--- src/rtl/io_map_pkg.sv ---
// io_map_pkg: IO-space word-address select bits, status bit positions and TX state encoding.
package io_map_pkg;
    localparam int IO_LED_BIT       = 0;
    localparam int IO_UART_DATA_BIT = 1;
    localparam int IO_UART_STAT_BIT = 2;
    localparam int ST_OVF  = 10;
    localparam int ST_FULL = 9;
    localparam int ST_BUSY = 8;
    typedef enum logic [1:0] {TX_IDLE, TX_START, TX_DATA, TX_STOP} tx_state_t;
endpackage

--- src/rtl/tx_fifo.sv ---
// tx_fifo: synchronous FIFO; a push into a full FIFO is accepted when a pop happens in the same cycle.
module tx_fifo #(
    parameter int WIDTH = 8,
    parameter int DEPTH = 4,
    localparam int AW = $clog2(DEPTH),
    localparam int CNTW = AW + 1
) (
    input  logic             clk,
    input  logic             resetn,
    input  logic             push,
    input  logic [WIDTH-1:0] din,
    input  logic             pop,
    output logic [WIDTH-1:0] dout,
    output logic             full,
    output logic             empty,
    output logic [AW:0]      count
);
    logic [WIDTH-1:0] mem [DEPTH];
    logic [AW-1:0] wr_ptr, rd_ptr;
    logic do_push, do_pop;

    assign full    = count == CNTW'(DEPTH);
    assign empty   = count == '0;
    assign do_pop  = pop && !empty;
    assign do_push = push && (!full || do_pop);
    assign dout    = mem[rd_ptr];

    always_ff @(posedge clk) begin
        if (do_push) mem[wr_ptr] <= din;
    end

    always_ff @(posedge clk or negedge resetn) begin
        if (!resetn) begin
            wr_ptr <= '0;
            rd_ptr <= '0;
            count  <= '0;
        end else begin
            if (do_push) wr_ptr <= wr_ptr + AW'(1);
            if (do_pop) rd_ptr <= rd_ptr + AW'(1);
            count <= count + CNTW'(do_push) - CNTW'(do_pop);
        end
    end
endmodule

--- src/rtl/io_uart_responder.sv ---
// io_uart_responder: IO-space decode, LED register and FIFO-buffered 8N1 UART transmitter.
module io_uart_responder #(
    parameter int CLK_FREQ_HZ = 10000000,
    parameter int BAUD_RATE   = 1000000,
    parameter int FIFO_DEPTH  = 4
) (
    input  logic        clk,
    input  logic        resetn,
    input  logic [31:0] IO_mem_addr,
    input  logic [31:0] IO_mem_wdata,
    input  logic        IO_mem_wr,
    output logic [31:0] IO_mem_rdata,
    output logic [5:0]  LEDS,
    output logic        UART_TX
);
    import io_map_pkg::*;

    localparam int DIV = CLK_FREQ_HZ / BAUD_RATE;
    localparam int CW  = $clog2(DIV);
    localparam int AW  = $clog2(FIFO_DEPTH);
    localparam logic [CW-1:0] BIT_LAST = CW'(DIV - 1);

    logic sel_led, sel_data, sel_stat, wr_data, busy, ovf, last;
    logic fifo_pop, fifo_full, fifo_empty, tx_n;
    logic [7:0] fifo_dout, shreg, shreg_n;
    logic [AW:0] fifo_count;
    logic [CW-1:0] baud, baud_n;
    logic [2:0] bit_idx, bit_idx_n;
    logic [31:0] status;
    tx_state_t state, state_n;
    logic unused_bits;

    assign unused_bits = ^{IO_mem_addr[31:5], IO_mem_addr[1:0], IO_mem_wdata[31:11], IO_mem_wdata[9:8]};
    assign sel_led  = IO_mem_addr[2 + IO_LED_BIT];
    assign sel_data = IO_mem_addr[2 + IO_UART_DATA_BIT];
    assign sel_stat = IO_mem_addr[2 + IO_UART_STAT_BIT];
    assign wr_data  = IO_mem_wr && sel_data;
    assign busy     = (state != TX_IDLE) || !fifo_empty;
    assign last     = baud == '0;

    always_comb begin
        status          = '0;
        status[ST_OVF]  = ovf;
        status[ST_FULL] = fifo_full;
        status[ST_BUSY] = busy;
        status[4:0]     = 5'(fifo_count);
    end

    // Reads are pure decode: the core drives addresses for non-load instructions too.
    assign IO_mem_rdata = (sel_led ? {26'b0, LEDS} : 32'b0) | (sel_stat ? status : 32'b0);

    tx_fifo #(.WIDTH(8), .DEPTH(FIFO_DEPTH)) u_fifo (
        .clk    (clk),
        .resetn (resetn),
        .push   (wr_data),
        .din    (IO_mem_wdata[7:0]),
        .pop    (fifo_pop),
        .dout   (fifo_dout),
        .full   (fifo_full),
        .empty  (fifo_empty),
        .count  (fifo_count)
    );

    always_comb begin
        state_n   = state;
        baud_n    = last ? BIT_LAST : baud - CW'(1);
        bit_idx_n = bit_idx;
        shreg_n   = shreg;
        tx_n      = UART_TX;
        fifo_pop  = 1'b0;
        case (state)
            TX_IDLE: begin
                baud_n = BIT_LAST;
                if (!fifo_empty) begin
                    fifo_pop = 1'b1;
                    shreg_n  = fifo_dout;
                    state_n  = TX_START;
                    tx_n     = 1'b0;
                end
            end
            TX_START: if (last) begin
                state_n   = TX_DATA;
                bit_idx_n = 3'd0;
                tx_n      = shreg[0];
            end
            TX_DATA: if (last) begin
                if (bit_idx == 3'd7) begin
                    state_n = TX_STOP;
                    tx_n    = 1'b1;
                end else begin
                    bit_idx_n = bit_idx + 3'd1;
                    shreg_n   = shreg >> 1;
                    tx_n      = shreg[1];
                end
            end
            TX_STOP: if (last) begin
                if (!fifo_empty) begin
                    fifo_pop = 1'b1;
                    shreg_n  = fifo_dout;
                    state_n  = TX_START;
                    tx_n     = 1'b0;
                end else begin
                    state_n = TX_IDLE;
                end
            end
            default: state_n = TX_IDLE;
        endcase
    end

    always_ff @(posedge clk or negedge resetn) begin
        if (!resetn) begin
            state   <= TX_IDLE;
            baud    <= BIT_LAST;
            bit_idx <= 3'd0;
            shreg   <= 8'd0;
            UART_TX <= 1'b1;
            LEDS    <= 6'd0;
            ovf     <= 1'b0;
        end else begin
            state   <= state_n;
            baud    <= baud_n;
            bit_idx <= bit_idx_n;
            shreg   <= shreg_n;
            UART_TX <= tx_n;
            if (IO_mem_wr && sel_led) LEDS <= IO_mem_wdata[5:0];
            // A dropped byte outranks a simultaneous clear.
            if (wr_data && fifo_full && !fifo_pop) ovf <= 1'b1;
            else if (IO_mem_wr && sel_stat && IO_mem_wdata[ST_OVF]) ovf <= 1'b0;
        end
    end
endmodule

--- config.mk ---
export PLATFORM = sky130hd
export DESIGN_NAME = io_uart_responder
export DESIGN_NICKNAME = d
export VERILOG_FILES = /design/src/rtl/io_map_pkg.sv /design/src/rtl/tx_fifo.sv /design/src/rtl/io_uart_responder.sv
export SDC_FILE = /design/constraint.sdc
export NUM_CORES = 1
export LEC_CHECK = 0
export BUFFER_PORTS_ARGS = -buffer_cell sky130_fd_sc_hd__buf_2
export CAP_MARGIN = 5
export CORE_ASPECT_RATIO = 0.9
export CORE_MARGIN = 2
export CORE_UTILIZATION = 40
export CTS_CLUSTER_SIZE = 30
export DETAILED_ROUTE_END_ITERATION = 10
export GPL_TIMING_DRIVEN = 0
export PLACE_DENSITY = 0.78
export SETUP_SLACK_MARGIN = 0.1
export SYNTH_ARGS = -nofsm -noshare
export SYNTH_HDL_FRONTEND = slang
export SYNTH_SLANG_ARGS = --single-unit
--- constraint.sdc ---
create_clock -name clk -period 2.84 [get_ports clk]
set_clock_uncertainty 0.15 [all_clocks]
set_input_delay 0.568 -clock clk [delete_from_list [all_inputs] [get_ports clk]]
set_output_delay 0.568 -clock clk [all_outputs]
set_load 0.005 [all_outputs]
=== Yosys cells after proc, flatten, opt, wreduce, memory -nomap -nowiden ===
Memory sizes are Yosys's and may differ from the RTL's.
Cells that the tools add are included.

* Word-level logic and storage cells: 86
* Memory bits (writable): 32
* Bits of input ports: 67
* Memories: 1
* Output and inout port bits: 39
* Register bits after elaboration: 32

* Reductions and logical operators: 24
* Mux-type cells: 33
* Bitwise operators: 1
* Add/sub/neg operators: 6
* Equality and inequality tests: 11

{| class="wikitable"
|+ Memories
! memory !! words !! width !! read ports !! clocked after memory_dff !! wr ports !! RTL line !! text
|-
| u_fifo.mem || 4 || 8 || 1 || 0 || 1 || tx_fifo.sv:18 || <nowiki>logic [WIDTH-1:0] mem [DEPTH];</nowiki>
|}

{| class="wikitable"
|+ Operator list
! operator !! count
|-
| 8-bit 2-to-1 mux || 4
|-
| 8-bit case mux with 3 select lines || 1
|-
| 1-bit 2-to-1 mux || 12
|-
| 2-bit inequality test (second input constant) || 6
|-
| 11-bit 2-to-1 mux || 1
|-
| 6-bit by 11-bit OR with 11-bit output || 1
|-
| 2-bit 2-to-1 mux || 5
|-
| 3-bit 2-to-1 mux || 3
|-
| 1-bit logical AND || 8
|-
| 4-bit 2-to-1 mux || 2
|-
| 2-bit case mux with 4 select lines || 1
|-
| 4-bit AND reduction || 2
|-
| 3-bit equality test (second input constant) || 2
|-
| 6-bit 2-to-1 mux || 1
|-
| 3-bit case mux with 2 select lines || 1
|-
| 2-bit nonzero test || 3
|-
| 5-bit AND reduction || 1
|-
| 2-bit by 1-bit adder with 2-bit output (second input constant) || 2
|-
| 2-bit equality test (second input constant) || 2
|-
| 4-bit zero test || 1
|-
| 1-bit case mux with 4 select lines || 1
|-
| 4-bit by 1-bit subtractor with 4-bit output (second input constant) || 1
|-
| 3-bit by 1-bit adder with 3-bit output || 1
|-
| 3-bit by 1-bit adder with 3-bit output (second input constant) || 1
|-
| 9 further kinds || 12
|}

=== Logic depth before layout (Yosys ltp) ===
* Depth in word-level cells: 9
* Mapped depth: 11
* Depth with buffers taken out: 11

=== Cells and area by module ===
A second synthesis with hierarchy kept.

* Cell total of the unflattened synthesis: 221
* Area total of the unflattened synthesis: 3156.8 um^2

{| class="wikitable"
|+ By module, submodules not included
! module !! area each (um^2) !! instances !! cells an instance !! sequential area each (um^2)
|-
| io_uart_responder || 1579.0 || 1 || 144 || 629.4
|-
| tx_fifo || 1577.8 || 1 || 77 || 1136.1
|}

=== Least setup slack after synthesis ===
OpenSTA, ideal clock, no wires.

* Path type: flip-flop to flip-flop
* Start point: register baud[0]
* End point: register u_fifo.count[2]
* Clock period less this slack: 2.462 ns
* Path buffers: 0
* Stages on the path, launching flop included: 12
* Setup time: 0.129 ns
* Slack: 0.378 ns
* Required time: 2.561 ns
* Data arrival time: 2.183 ns
* Path through: dfstp_2 inv_1 ha_1 nand4bb_1 a211oi_2 ha_1 inv_1 ha_1 inv_1 fa_1 xnor2_1 xnor2_1

* Longest elaborated chain between the ends: 8

{| class="wikitable"
|+ RTL lines
! element !! RTL line !! text
|-
| start, declared || io_uart_responder.sv:27 || <nowiki>logic [CW-1:0] baud, baud_n;</nowiki>
|-
| start signal, assigned || io_uart_responder.sv:121 || <nowiki>baud <= baud_n;</nowiki>
|-
| 4-bit zero test (*) || io_uart_responder.sv:39 || <nowiki>assign last = baud == '0;</nowiki>
|-
| 1-bit 2-to-1 mux (*) || io_uart_responder.sv:96 || <nowiki>TX_STOP: if (last) begin</nowiki>
|-
| 1-bit case mux with 2 select lines (*) || io_uart_responder.sv:71 || <nowiki>case (state)</nowiki>
|-
| 1-bit logical AND (*) || tx_fifo.sv:24 || <nowiki>assign do_pop = pop && !empty;</nowiki>
|-
| net u_fifo.do_pop || tx_fifo.sv:20 || <nowiki>logic do_push, do_pop;</nowiki>
|-
| 1-bit logical OR || tx_fifo.sv:25 || <nowiki>assign do_push = push && (!full || do_pop);</nowiki>
|-
| 1-bit logical AND || tx_fifo.sv:25 ||
|-
| 3-bit by 1-bit adder with 3-bit output || tx_fifo.sv:40 || <nowiki>count <= count + CNTW'(do_push) - CNTW'(do_pop);</nowiki>
|-
| 3-bit by 1-bit subtractor with 3-bit output (*) || tx_fifo.sv:40 ||
|-
| end signal, assigned || tx_fifo.sv:40 ||
|-
| end, declared || tx_fifo.sv:16 || <nowiki>output logic [AW:0] count</nowiki>
|}

The timed path passes the listed nets; every way through them passes the cells marked *.
A chain may end at the register's enable or synchronous reset.

=== Worst setup path after layout ===
* Start point: register state[1]
* End point: register u_fifo.count[2]

* Longest elaborated chain between the ends: 7
* Elaborated cells between the ends (all ways): 8
* Those cells by class: 2 x add/sub; 1 x eq/ne; 1 x mux; 4 x reduce/logical

{| class="wikitable"
|+ RTL lines
! element !! RTL line !! text
|-
| start, declared || io_uart_responder.sv:30 || <nowiki>tx_state_t state, state_n;</nowiki>
|-
| start signal, assigned || io_uart_responder.sv:120 || <nowiki>state <= state_n;</nowiki>
|-
| 2-bit equality test or 2-bit zero test (tied branches) || io_uart_responder.sv:71 ||
|-
| 1-bit case mux with 2 select lines (*) || io_uart_responder.sv:71 ||
|-
| 1-bit logical AND (*) || tx_fifo.sv:24 ||
|-
| net u_fifo.do_pop || tx_fifo.sv:20 ||
|-
| 1-bit logical OR || tx_fifo.sv:25 ||
|-
| 1-bit logical AND || tx_fifo.sv:25 ||
|-
| 3-bit by 1-bit adder with 3-bit output || tx_fifo.sv:40 ||
|-
| 3-bit by 1-bit subtractor with 3-bit output (*) || tx_fifo.sv:40 ||
|}

Marked as above.

==> summary.txt <==
Critical path
  • R2R cell count: 10
  • CP arrival: 2.71 ns
  • Crit-path slowest cell: dfrtp_1
  • WP depth: 10
  • Critical Path RT: 2.91 ns
  • Worst stage delay on the critical path: 0.42 ns
  • CP cell instances: ha_2, nand4bb_4, a211oi_4, ha_1, inv_1, ha_1, inv_1, fa_1, xnor2_1, xnor2_1
  • R2r startpoint: state[1]$_DFFE_PN0P_
  • Delay-heaviest family, CP: adder cells
  • Crit. Startpoint: state[1]$_DFFE_PN0P_
  • Reg-to-reg endpoint: u_fifo.count[2]$_DFF_PN0_
  • Crit end category: register
  • Worst setup SP type: register
  • WP buf/inv: 2
  • Reg2Reg Setup Slack: 0.20 ns
  • Crit Path Category: reg2reg
  • Worst-path maximum fanout: 4

Pwr
  • Total Power: 3.96 mW
  • Power per cell area: 1030 nW/um^2
  • P_leak: 1.64 nW
  • Peak supply drop: 0.548 mV

Routing
  • Vias: 1921
  • Routed wl met2: 2780 um
  • Vias per cell: 4.77
  • Highest routed layer: met4
  • WL met1: 2470 um
  • DRT Pass-1 Iters: 4
  • Number of DRC markers in iteration 0: 37
  • Residual DRC count: 0
  • Total Routed Length: 5590 um
  • Met3 wire len: 273 um
  • Drt wl/cell: 13.9 um
  • Routed Antenna Nets: 0

Synth
  • Mean Syn Cell Area: 13.4 sq um
  • Synth Cell Area: 3170 sq um
  • Most common cell in the synthesized netlist: edfxtp_1
  • Syn Inst Count: 236
  • Post-synth EDFFs: 32
  • Synth top area share: 30.3%
  • Synth warn: 0
  • Top_reg_cell synth: edfxtp_1
  • Synth top area cells: edfxtp_1 30%, dfrtp_1 23%, ha_1 5.9%
  • Most instantiated cells after synthesis: 32 x edfxtp_1, 29 x dfrtp_1, 23 x buf_4
  • Synth async-reset ratio: 50.0%
  • Netlist cell types: 48
  • Post-synthesis register bit count: 64
  • Seq/Total Area, Yosys: 55.6%
  • Synth area leader: edfxtp_1

GRT
  • GRT Residual Overflow: 0
  • Vias in the first global route: 1929
  • GRT Overall Usage: 13.7%
  • Largest net degree at the start of global routing: 33
  • First-pass GRT wire length: 9230 um
  • Initial antenna violation count: 0

Timing
  • Slew @ Worst Pin: 0.745 ns
  • Setup violations, final: 0
  • Setup Total Neg Slack: 0 ns
  • Crit path time final: 2.64 ns
  • Hold slack: 0.134 ns
  • Final hold vios: 0
  • Final-report max-slew violation count: 0
  • Max Fclk: 379 MHz
  • Worst relative slew slack: 50.4%
  • RSZ-0062 raised after global routing: false
  • Tcrit/Tclk final: 92.8%

Floorplan
  • Die area: 8660 sq um
  • Core Region: 7620 sq um
  • Cell Rows: 30
  • Io pins: 106
  • Height of the die: 88.5 um
  • Starting Density: 41.6%
  • Die X: 97.9 um

CTS
  • Clk root buf: clkbuf_8
  • TritonCTS Buffers: 9
  • CTS tree: done
  • H-tree depth: 3
  • Sink Count: 64
  • Hold bufs inserted after CTS: 0
  • Latest clock arrival within the worst-skew pair: 0.35 ns
  • CTS clock-pin slew for the worst setup and hold paths: 0.07 ns
  • CTS Buffer Depth: 2

Final layout
  • Layout cell share with drive strength beyond 1: 37.5%
  • Post-Layout Cell Count: 403
  • Antenna fix cells: 0
  • Layout area overhead: 20.9%
  • Layout Utilization: 50.3%
  • Fillers: 659
  • Final net count: 385

Run
  • Number of max-cap violations: 0

Hold path
  • Hold WC Path Type: in2async

Placed design
  • Gpl congestion: 0.748
  • Placed Instances: 384
  • IO buf count: 30
  • DP Wirelength: 3990 um

Outcome
  • Status: finished clean
## worst max-delay path by stage
stage,endpoint,slack [ns]
2_1_floorplan,u_fifo.count[2]$_DFF_PN0_,0.38
3_3_place_gp,u_fifo.count[2]$_DFF_PN0_,0.17
3_5_place_dp,u_fifo.count[2]$_DFF_PN0_,0.12
4_1_cts,u_fifo.count[2]$_DFF_PN0_,0.13
5_1_grt,u_fifo.count[2]$_DFF_PN0_,0.1
6_report,u_fifo.count[2]$_DFF_PN0_,0.20
## power by group
| group | switching (mW) | internal (mW) |
|---|---|---|
| combinational | 0.856 | 0.826 |
| sequential | 0.190 | 1.24 |
| clock | 0.359 | 0.495 |
| total | 1.40 | 2.56 |
## logic make-up (layout without fill, tap and decap cells)
logic type	after synthesis	count (layout)	share of synthesized area [%]
AND/OR/NAND/NOR	54	54	9.42
adder cells (fa/ha/maj)	16	16	6.55
multiplexers	24	24	11.0
XOR/XNOR	5	5	1.38
buffers and inverters	42	91	8.56
AO/OA/AOI/OAI	30	30	7.30
other	1	23	0.118
flip-flops	64	64	55.6
## placed cells by master, fill, tap and decap left out, types with 2 or more instances in the layout
master / count
mux2i_1: 8
nand2_1: 11
dfstp_2: 3
bufinv_16: 2
a22o_1: 3
buf_4: 26
a21oi_1: 5
or3_1: 3
mux2_1: 2
a21oi_2: 7
nor3_1: 3
inv_1: 11
mux4_2: 8
and2_1: 9
ha_4: 2
nand2b_1: 2
o211ai_1: 3
ha_1: 12
dfrtp_1: 29
nand3_1: 5
xnor2_1: 4
nor2_1: 9
nor2_2: 2
nor2b_1: 2
inv_2: 2
clkbuf_8: 9
clkinv_2: 2
edfxtp_1: 32
o21ai_1: 4
conb_1: 23
buf_2: 33
mux2_2: 6
## what timing repair did
item,CTS,global route
buffers inserted,0,3
resized for setup,3,8
pin swaps,1,1
setup endpoints to repair,1,2
endpoints found under the hold margin,0,0
## cell type report
class	instances	area (sq um)	area share [%]
clock inverter	7	95.1	2.48
sequential	64	1770	46.0
timing repair buffer	33	173	4.50
multi-input combinational	152	1290	33.6
inverter	13	48.8	1.27
tap	96	120	3.13
buffer	29	223	5.81
clock buffer	9	124	3.23
## through the flow
stage / worst slack, ns / instance area (sq um)
3_5_place_dp: 0.116 / 3530
6_report: 0.203 / 3840
2_1_floorplan: 0.378 / 3260
5_1_grt: 0.0997 / 3840
4_1_cts: 0.131 / 3760
3_3_place_gp: 0.173 / 3530
## flip-flops by register name, summed over array words and instances (netlist names)
| signal | flops |
|---|---|
| UART_TX | 1 |
| shreg | 8 |
| bit_idx | 3 |
| state | 2 |
| u_fifo.wr_ptr | 2 |
| LEDS | 6 |
| u_fifo.mem | 32 |
| ovf | 1 |
| baud | 4 |
| u_fifo.rd_ptr | 2 |
| u_fifo.count | 3 |
## layer usage
metal,track usage (%),up-vias
li1,-,930
met1,16.6,922
met2,23.9,62
met3,3.55,7
met4,5.30,0
met5,0,-
No activity file was read; power rests on OpenSTA's default activity.
